$ cat config.mk
export PLATFORM = sky130hd
export DESIGN_NAME = bus_slave_if
export DESIGN_NICKNAME = d
export VERILOG_FILES = /design/src/rtl/bus_slave_if.sv
export SDC_FILE = /design/constraint.sdc
export NUM_CORES = 1
export LEC_CHECK = 0
export BUFFER_PORTS_ARGS = -buffer_cell sky130_fd_sc_hd__buf_2
export CORE_MARGIN = 2
export CORE_UTILIZATION = 45
export CTS_CLUSTER_DIAMETER = 60
export CTS_CLUSTER_SIZE = 16
export DETAILED_ROUTE_END_ITERATION = 8
export GPL_TIMING_DRIVEN = 0
export MAX_ROUTING_LAYER = met4
export PLACE_DENSITY = 0.85
export SYNTH_ARGS = -nofsm -noshare
export SYNTH_HDL_FRONTEND = slang
export SYNTH_SLANG_ARGS = --single-unit
$ cat constraint.sdc
create_clock -name clk -period 4.71 [get_ports clk]
set_clock_uncertainty 0.15 [all_clocks]
set_input_delay 0 -clock clk [delete_from_list [all_inputs] [get_ports clk]]
set_output_delay 0 -clock clk [all_outputs]
set_load 0.02 [all_outputs]
$ cat src/rtl/bus_slave_if.sv
// bus_slave_if
// Slave-side handshake for a simple strobed bus. A selected address strobe
// is accepted in IDLE. It is then held for WAIT_CYCLES optional wait states,
// turned into one local read or write pulse, and answered with a one-cycle
// active-low ready carrying the read data.
`timescale 1ns/1ps

module bus_slave_if #(
    parameter int ADDR_W      = 30,
    parameter int DATA_W      = 32,
    parameter int WAIT_CYCLES = 0
) (
    input  logic              clk,
    input  logic              reset,
    input  logic              cs_,
    input  logic              as_,
    input  logic              rw,
    input  logic [ADDR_W-1:0] addr,
    input  logic [DATA_W-1:0] wr_data,
    output logic [DATA_W-1:0] rd_data,
    output logic              rdy_,
    output logic              busy,
    output logic [ADDR_W-1:0] loc_addr,
    output logic              loc_re,
    output logic              loc_we,
    output logic [DATA_W-1:0] loc_wr_data,
    input  logic [DATA_W-1:0] loc_rd_data
);

    typedef enum logic [1:0] {
        IDLE,
        WAIT,
        ACCESS,
        READY
    } state_t;

    // Value loaded into the wait counter on accept. With no wait states the
    // counter is never used, so its load value is pinned to zero.
    localparam logic [3:0] WAIT_LOAD = (WAIT_CYCLES > 0) ? 4'(WAIT_CYCLES - 1) : 4'd0;

    state_t            state;
    logic [3:0]        wait_cnt;
    logic              lat_rw;
    logic [ADDR_W-1:0] lat_addr;
    logic [DATA_W-1:0] lat_wr_data;

    // Transaction sequencer. It owns all registered outputs so that each pulse
    // is set on the edge that enters its state and cleared on the edge that
    // leaves it. Reset abandons any transaction, so no late pulse can escape.
    always_ff @(posedge clk) begin
        if (reset) begin
            state       <= IDLE;
            wait_cnt    <= 4'd0;
            lat_rw      <= 1'b1;
            lat_addr    <= '0;
            lat_wr_data <= '0;
            loc_re      <= 1'b0;
            loc_we      <= 1'b0;
            rdy_        <= 1'b1;
            busy        <= 1'b0;
        end else begin
            case (state)
                IDLE: begin
                    if (!cs_ && !as_) begin
                        lat_rw      <= rw;
                        lat_addr    <= addr;
                        lat_wr_data <= wr_data;
                        busy        <= 1'b1;
                        if (WAIT_CYCLES > 0) begin
                            state    <= WAIT;
                            wait_cnt <= WAIT_LOAD;
                        end else begin
                            state  <= ACCESS;
                            loc_re <= rw;
                            loc_we <= ~rw;
                        end
                    end
                end
                WAIT: begin
                    if (wait_cnt == 4'd0) begin
                        state  <= ACCESS;
                        loc_re <= lat_rw;
                        loc_we <= ~lat_rw;
                    end else begin
                        wait_cnt <= wait_cnt - 4'd1;
                    end
                end
                ACCESS: begin
                    state  <= READY;
                    loc_re <= 1'b0;
                    loc_we <= 1'b0;
                    rdy_   <= 1'b0;
                end
                READY: begin
                    state <= IDLE;
                    rdy_  <= 1'b1;
                    busy  <= 1'b0;
                end
                default: begin
                    state  <= IDLE;
                    loc_re <= 1'b0;
                    loc_we <= 1'b0;
                    rdy_   <= 1'b1;
                    busy   <= 1'b0;
                end
            endcase
        end
    end

    // The local memory returns read data in the READY cycle, one cycle after
    // loc_re. That data is therefore steered to the bus combinationally
    // instead of being registered again. Writes answer with zero.
    always_comb begin
        rd_data = '0;
        if (!rdy_ && lat_rw) begin
            rd_data = loc_rd_data;
        end
    end

    assign loc_addr    = lat_addr;
    assign loc_wr_data = lat_wr_data;

endmodule

==> impl_metrics.yaml, run 1 <==
place:
  gp_congestion: 0.8269
  io_buffers: 196
  hpwl_um: 6410
  dpl.cell_count: 646
  place_area_mm2: 0.004020
  post-place-ws_ns: 2.760
timing:
  maxSlewViolCount: 0
  clock.fmax_ghz: 0.5012
  setup_tns_ns: 0
  fin_crit_ns: 1.995
  hold_viol: 0
  rsz0062_at_grt: "no"
  finalCritPeriodShare_pct: 42.36
  setup-violations-final: 0
  worstMarginPinSlew_ns: 0.4978
  max_slew_margin_pct: 66.74
  setup_ws_ns: 2.715
  holdWs_ns: 0.03569
critical_path:
  crit_path_max_fanout: 10
  cp-start-kind: "register"
  path_cells: "inv_1, ha_1, or3b_2, buf_2, buf_2, nand2_1, a21oi_1"
  cp_slowest_stage_delay_ns: 0.45
  reg2reg_to: "loc_wr_data[9]$_SDFFE_PP0P_"
  arrival_ns: 2.05
  r2r_start: "state[0]$_SDFFE_PP0P_"
  end_kind: "register"
  slowest_stage: "or3b_2"
  r2r_cells: 7
  critical_path_required_ns: 4.77
  crit_top_cell: "buf_2"
  r2r_slack_ns: 2.71
  crit_type: "reg -> reg"
clock_tree:
  cts_tree: "done"
  cts_setup_buffers: 0
  cts-hold-fix-buffers: 64
  clk_pin_slew_ns: 0.09
  cts_buffer_depth: 2
  numCtsBuffers: 9
  cts_root_buf: "clkbuf_8"
  clkSinkCount: 73
  clk_latency_ns: 0.32
  htree_levels: 3
  cts.repair.resized: 0
final_layout:
  fin_nets: 749
  post-route-util_pct: 76.99
  final_cell_count_no_fill: 726
  antenna_cells: 0
  design_area_mm2: 0.004888
  drive_above_1_share_pct: 35.59
  area_delta_synth_final_pct: 66.11
synthesis:
  synth.area.top_cells: "dfxtp_1 (50%), nand2_1 (16%), a21oi_1 (11%)"
  yosys_warnings: 0
  synth_top_area_share_pct: 49.66
  syn_area_mm2: 0.002943
  async_flop_share_pct: 0
  yosysSeqAreaShare_pct: 49.66
  synth_fp_nets: 478
  syn_area_per_cell_um2: 7.890
  synth_top_cell_by_area: "dfxtp_1"
  synth_most_common_cell: "nand2_1"
  netlist_instances: 373
  synth_commonest_cells: "nand2_1 (127), dfxtp_1 (73), a21oi_1 (67)"
  synth_edf_count: 0
  synth_flop_cell: "dfxtp_1"
  ys_types: 29
  ys_seq_elements: 73
die:
  start_util_pct: 46.34
  num_rows: 29
  core-area_mm2: 0.006350
  die_h_um: 84.87
  die_area_mm2: 0.007202
  io_pins: 197
  die_w_um: 84.87
outcome:
  status: "finished clean"
detailed_routing:
  final_antenna_net_count: 0
  route.detailed.drc: 0
  drt_pass1_iterations: 4
  drt_iter0_drc: 125
  routedWlPerCell_um: 14.26
  routed-via-count: 3586
  wl_um: 10350
  vias_per_cell: 4.939
worst_hold_path:
  min_to: "loc_wr_data[29]$_SDFFE_PP0P_"
  hold_path_class: "in -> reg"
  holdPathStages: 5
  hp-start: "as_"
global_route:
  antenna_found_initial: 0
  first_global_vias: 3459
  grt_pass1_wl_um: 16060
  grt-ovfl-total: 0
  grt_max_degree: 14
  globalRouteTotalUtil_pct: 28.36
job:
  maxCapViolCount: 0
power_and_ir_drop:
  power_mw: 1.740
  power.density_mw_per_mm2: 355.8
  leakage_nw: 2.389
  vdd_drop_max_mv: 0.3163
cell usage in the layout (no fill, tap or decap), drive strengths merged:
cell type      n
nor2           5
bufinv         2
ha             6
nand2b         1
a211oi         2
buf          211
or3            1
and3b          1
mux2i          1
dfxtp         73
clkbuf        21
o2111ai        1
o21ai          5
a21oi         67
nor3b          2
nand2        127
clkinv         2
o211ai         2
dlygate4sd3   64
nand3          3
o21a           1
clkinvlp       1
a311oi         1
nor2b          2
mux2           1
inv            8
o31ai          2
and2          32
or3b           2
xor2           1
or4            1
critical path: cells and delay by family, from the launching register on:
kind            cells  cell delay (ns)
fa+ha+maj           1             0.20
compound gates      1             0.09
flops               1             0.36
buf+inv             3             0.51
simple gates        2             0.56
cell type report:
cell class / instances / area, um2
Tap cell: 77 / 96.34
Multi-Input combinational cell: 267 / 1339
Clock inverter: 6 / 90.09
Timing Repair Buffer: 260 / 1622
Fill cell: 442 / 1461
Inverter: 7 / 26.28
Buffer: 26 / 116.4
Clock buffer: 10 / 137.6
Sequential cell: 73 / 1461
routing by layer:
metal  routed length [um]  global-route usage [%]  vias to the layer above  part of all wire, %
li1                     -                       -                     1749                    -
met5                    0                       -                        -                    0
met4                  259                   9.957                        0                  2.5
met3                  600                   6.226                       34                  5.8
met1                 4099                   31.57                     1656                   40
met2                 5391                   50.04                      147                   52
registers in the layout (all words and copies together), names as in the netlist:
register     cells
lat_rw           1
loc_wr_data     32
loc_re           1
rdy_             1
loc_addr        30
busy             1
loc_we           1
wait_cnt         4
state            2
cells by family (layout without fill, tap and decap cells):
logic type	after synthesis	in the layout	synth area share [%]
and+or+nand+nor	177	177	26.74
xor gates and xnor gates	1	1	0.2977
muxes	2	2	0.8502
buffers and inverters	33	309	4.847
AOI/OAI and AO/OA	81	81	15.05
DFF	73	73	49.66
adders and majority gates	6	6	2.551
where the power goes:
part	internal (mW)	switching (mW)	leakage (nW)
logic	0.200	0.292	1.68
registers	0.667	0.0291	0.595
clock network	0.315	0.236	0.113
how the worst max path moves through the flow:
stage	to	slack [ns]	cells past startpoint	start
after floorplan	loc_re$_SDFFE_PP0P_	2.92	5	wait_cnt[0]$_SDFFE_PP0P_
after global placement	loc_wr_data[28]$_SDFFE_PP0P_	2.83	7	state[0]$_SDFFE_PP0P_
after detailed placement	loc_addr[25]$_SDFFE_PP0P_	2.76	7	state[0]$_SDFFE_PP0P_
after CTS	loc_wr_data[24]$_SDFFE_PP0P_	2.75	7	state[0]$_SDFFE_PP0P_
after global routing	loc_wr_data[9]$_SDFFE_PP0P_	2.57	7	state[0]$_SDFFE_PP0P_
final	loc_wr_data[9]$_SDFFE_PP0P_	2.71	7	state[0]$_SDFFE_PP0P_
No activity file was read; power rests on OpenSTA's default activity.
==> inputs of run 2 (changes only) <==
--- a/config.mk
+++ b/config.mk
@@ -7,13 +7,13 @@
 export LEC_CHECK = 0
 export BUFFER_PORTS_ARGS = -buffer_cell sky130_fd_sc_hd__buf_2
 export CORE_MARGIN = 2
-export CORE_UTILIZATION = 45
+export CORE_UTILIZATION = 38
 export CTS_CLUSTER_DIAMETER = 60
 export CTS_CLUSTER_SIZE = 16
 export DETAILED_ROUTE_END_ITERATION = 8
 export GPL_TIMING_DRIVEN = 0
 export MAX_ROUTING_LAYER = met4
-export PLACE_DENSITY = 0.85
+export PLACE_DENSITY = 0.77
 export SYNTH_ARGS = -nofsm -noshare
 export SYNTH_HDL_FRONTEND = slang
 export SYNTH_SLANG_ARGS = --single-unit
==> constraint.sdc (replaced) <==
create_clock -name clk -period 1.8 [get_ports clk]
set_clock_uncertainty 0.15 [all_clocks]
set_input_delay 0 -clock clk [delete_from_list [all_inputs] [get_ports clk]]
set_output_delay 0 -clock clk [all_outputs]
set_load 0.02 [all_outputs]
==> impl_metrics.yaml, run 2 (same netlist as run 1, synthesis figures left out) <==
clock_tree:
  clkSinkCount: 73
  clk_pin_slew_ns: 0.07
  cts_tree: "done"
  cts_root_buf: "clkbuf_8"
  htree_levels: 3
  clk_latency_ns: 0.33
  cts_buffer_depth: 2
  numCtsBuffers: 9
detailed_routing:
  routed-via-count: 3458
  routedWlPerCell_um: 13.52
  final_antenna_net_count: 0
  routed.top_layer: "met4"
  vias_per_cell: 4.580
  route.met2.wl_um: 5126
  drt_iter0_drc: 139
  route.detailed.drc: 0
  wl_met3_um: 442
  drt_pass1_iterations: 4
  wl_um: 10210
  met1Wirelength_um: 4577
place:
  hpwl_um: 6343
  io_buffers: 196
  gp_congestion: 0.9110
critical_path:
  critPathBufInv: 1
  end_kind: "register"
  arrival_ns: 1.89
  reg2reg_to: "loc_re$_SDFFE_PP0P_"
  r2r_slack_ns: -0.01
  crit_type: "reg -> reg"
  crit_family: "simple AND/OR/NAND/NOR gates"
  r2r_start: "wait_cnt[1]$_SDFFE_PP0P_"
  r2r_cells: 5
  critical_path_required_ns: 1.87
  path_cells: "inv_2, ha_4, or3b_4, a211oi_4, mux2_4"
  crit_path_max_fanout: 3
  slowest_stage: "or3b_4"
  cp_slowest_stage_delay_ns: 0.40
  cp.depth: 5
  cp-startpoint: "wait_cnt[1]$_SDFFE_PP0P_"
  cp-start-kind: "register"
  endpoint: "loc_re$_SDFFE_PP0P_"
timing:
  maxSlewViolCount: 0
  max_slew_margin_pct: 64.00
  holdWs_ns: 0.05371
  rsz0062_at_grt: "yes"
  fin_crit_ns: 1.812
  finalCritPeriodShare_pct: 100.7
  setup_ws_ns: -0.01180
  setup-violations-final: 1
  clock.fmax_ghz: 0.5519
  setup_tns_ns: -0.01180
  worstMarginPinSlew_ns: 0.5400
  hold_viol: 0
die:
  num_rows: 32
  die_w_um: 92
  die_area_mm2: 0.008464
  io_pins: 197
  core-area_mm2: 0.007607
  die_h_um: 92
  start_util_pct: 38.68
global_route:
  grt_pass1_wl_um: 15940
  grt-ovfl-total: 0
  grt_max_degree: 12
  globalRouteTotalUtil_pct: 24.07
  antenna_found_initial: 0
  first_global_vias: 3411
final_layout:
  fin_nets: 754
  layout_common_cells: "buf_2 (199), nand2_1 (127), dfxtp_1 (69)"
  fillers: 616
  drive_above_1_share_pct: 37.98
  seqCellArea_mm2: 0.001466
  final_common_cell: "buf_2"
  largest_register_ffs: 32
  area_delta_synth_final_pct: 70.45
  antenna_cells: 0
  multiInputGateArea_mm2: 0.001384
worst_hold_path:
  holdPathStages: 4
  hold_path_class: "in -> reg"
power_and_ir_drop:
  vdd_drop_max_mv: 0.5181
  leakage_nw: 2.431
  power.density_mw_per_mm2: 906.5
outcome:
  violations: "setup timing"
  status: "complete, but fails checks"
job:
  maxCapViolCount: 0
## run 2: cell count changes in the layout (fill, tap and decap cells not counted), moves of 3 or more
cell | before | now
buf_2 | 211 | 199
dfxtp_2 | 0 | 4
buf_4 | 0 | 13
clkbuf_2 | 0 | 3
dfxtp_1 | 73 | 69
clkbuf_4 | 0 | 3
inv_1 | 7 | 3
inv_2 | 0 | 4
## run 2: metal layers
layer  track usage (%)  vias up
met5                 -        -
met4             6.343        0
met3             4.355        8
met2             41.54       98
met1             29.07     1597
li1                  -     1755
## run 2: worst min-delay path by stage
stage / start / end / slack (ns)
final: as_ / loc_addr[0]$_SDFFE_PP0P_ / 0.05
after global routing: cs_ / loc_addr[0]$_SDFFE_PP0P_ / 0.07
after CTS: as_ / loc_addr[0]$_SDFFE_PP0P_ / 0.002
after detailed placement: addr[25] / loc_addr[25]$_SDFFE_PP0P_ / 0.1
after global placement: addr[28] / loc_addr[28]$_SDFFE_PP0P_ / 0.09
after floorplan: rw / lat_rw$_SDFFE_PP1P_ / -0.03
## run 2: timing repair
action,in CTS,in global routing
pin swaps,2,2
hold endpoints to repair,65,0
hold buffers,64,0
setup endpoints to repair,69,93
buffers inserted,4,1
cloned,0,1
resized for setup,14,17
## run 2: through the flow
stage	cell area, um2	instances	worst slack (ns)	power [mW]	util, %
floorplan	2943	373	0.01412	2.575	-
global placement	4051	671	-0.08475	2.969	53.26
detailed placement	4051	671	-0.1262	3.001	53.26
CTS	4955	753	0.004093	4.512	65.13
global route	5016	755	-0.04764	4.803	65.94
finish	5016	755	-0.01180	4.547	65.94
## run 2: report_power, final
| group | leakage (nW) | total (mW) | internal [mW] | switching [mW] |
|---|---|---|---|---|
| Sequential | 0.596 | 1.82 | 1.75 | 0.0753 |
| Combinational | 1.73 | 1.34 | 0.578 | 0.767 |
| Clock | 0.106 | 1.38 | 0.811 | 0.568 |
| Total | 2.43 | 4.55 | 3.14 | 1.41 |
## run 2: worst register-to-register path, stage by stage, from the launching register on
cell,delay (ns)
dfxtp_2,0.33
inv_2,0.07
ha_4,0.13
or3b_4,0.40
a211oi_4,0.30
mux2_4,0.32
## run 2: layout make-up
type | count | area share (%)
Buffer | 25 | 2.844
Multi-Input combinational cell | 268 | 27.59
Clock buffer | 12 | 2.893
Inverter | 7 | 0.5238
Timing Repair Buffer | 265 | 33.08
Sequential cell | 73 | 29.23
Clock inverter | 3 | 1.297
Tap cell | 102 | 2.544
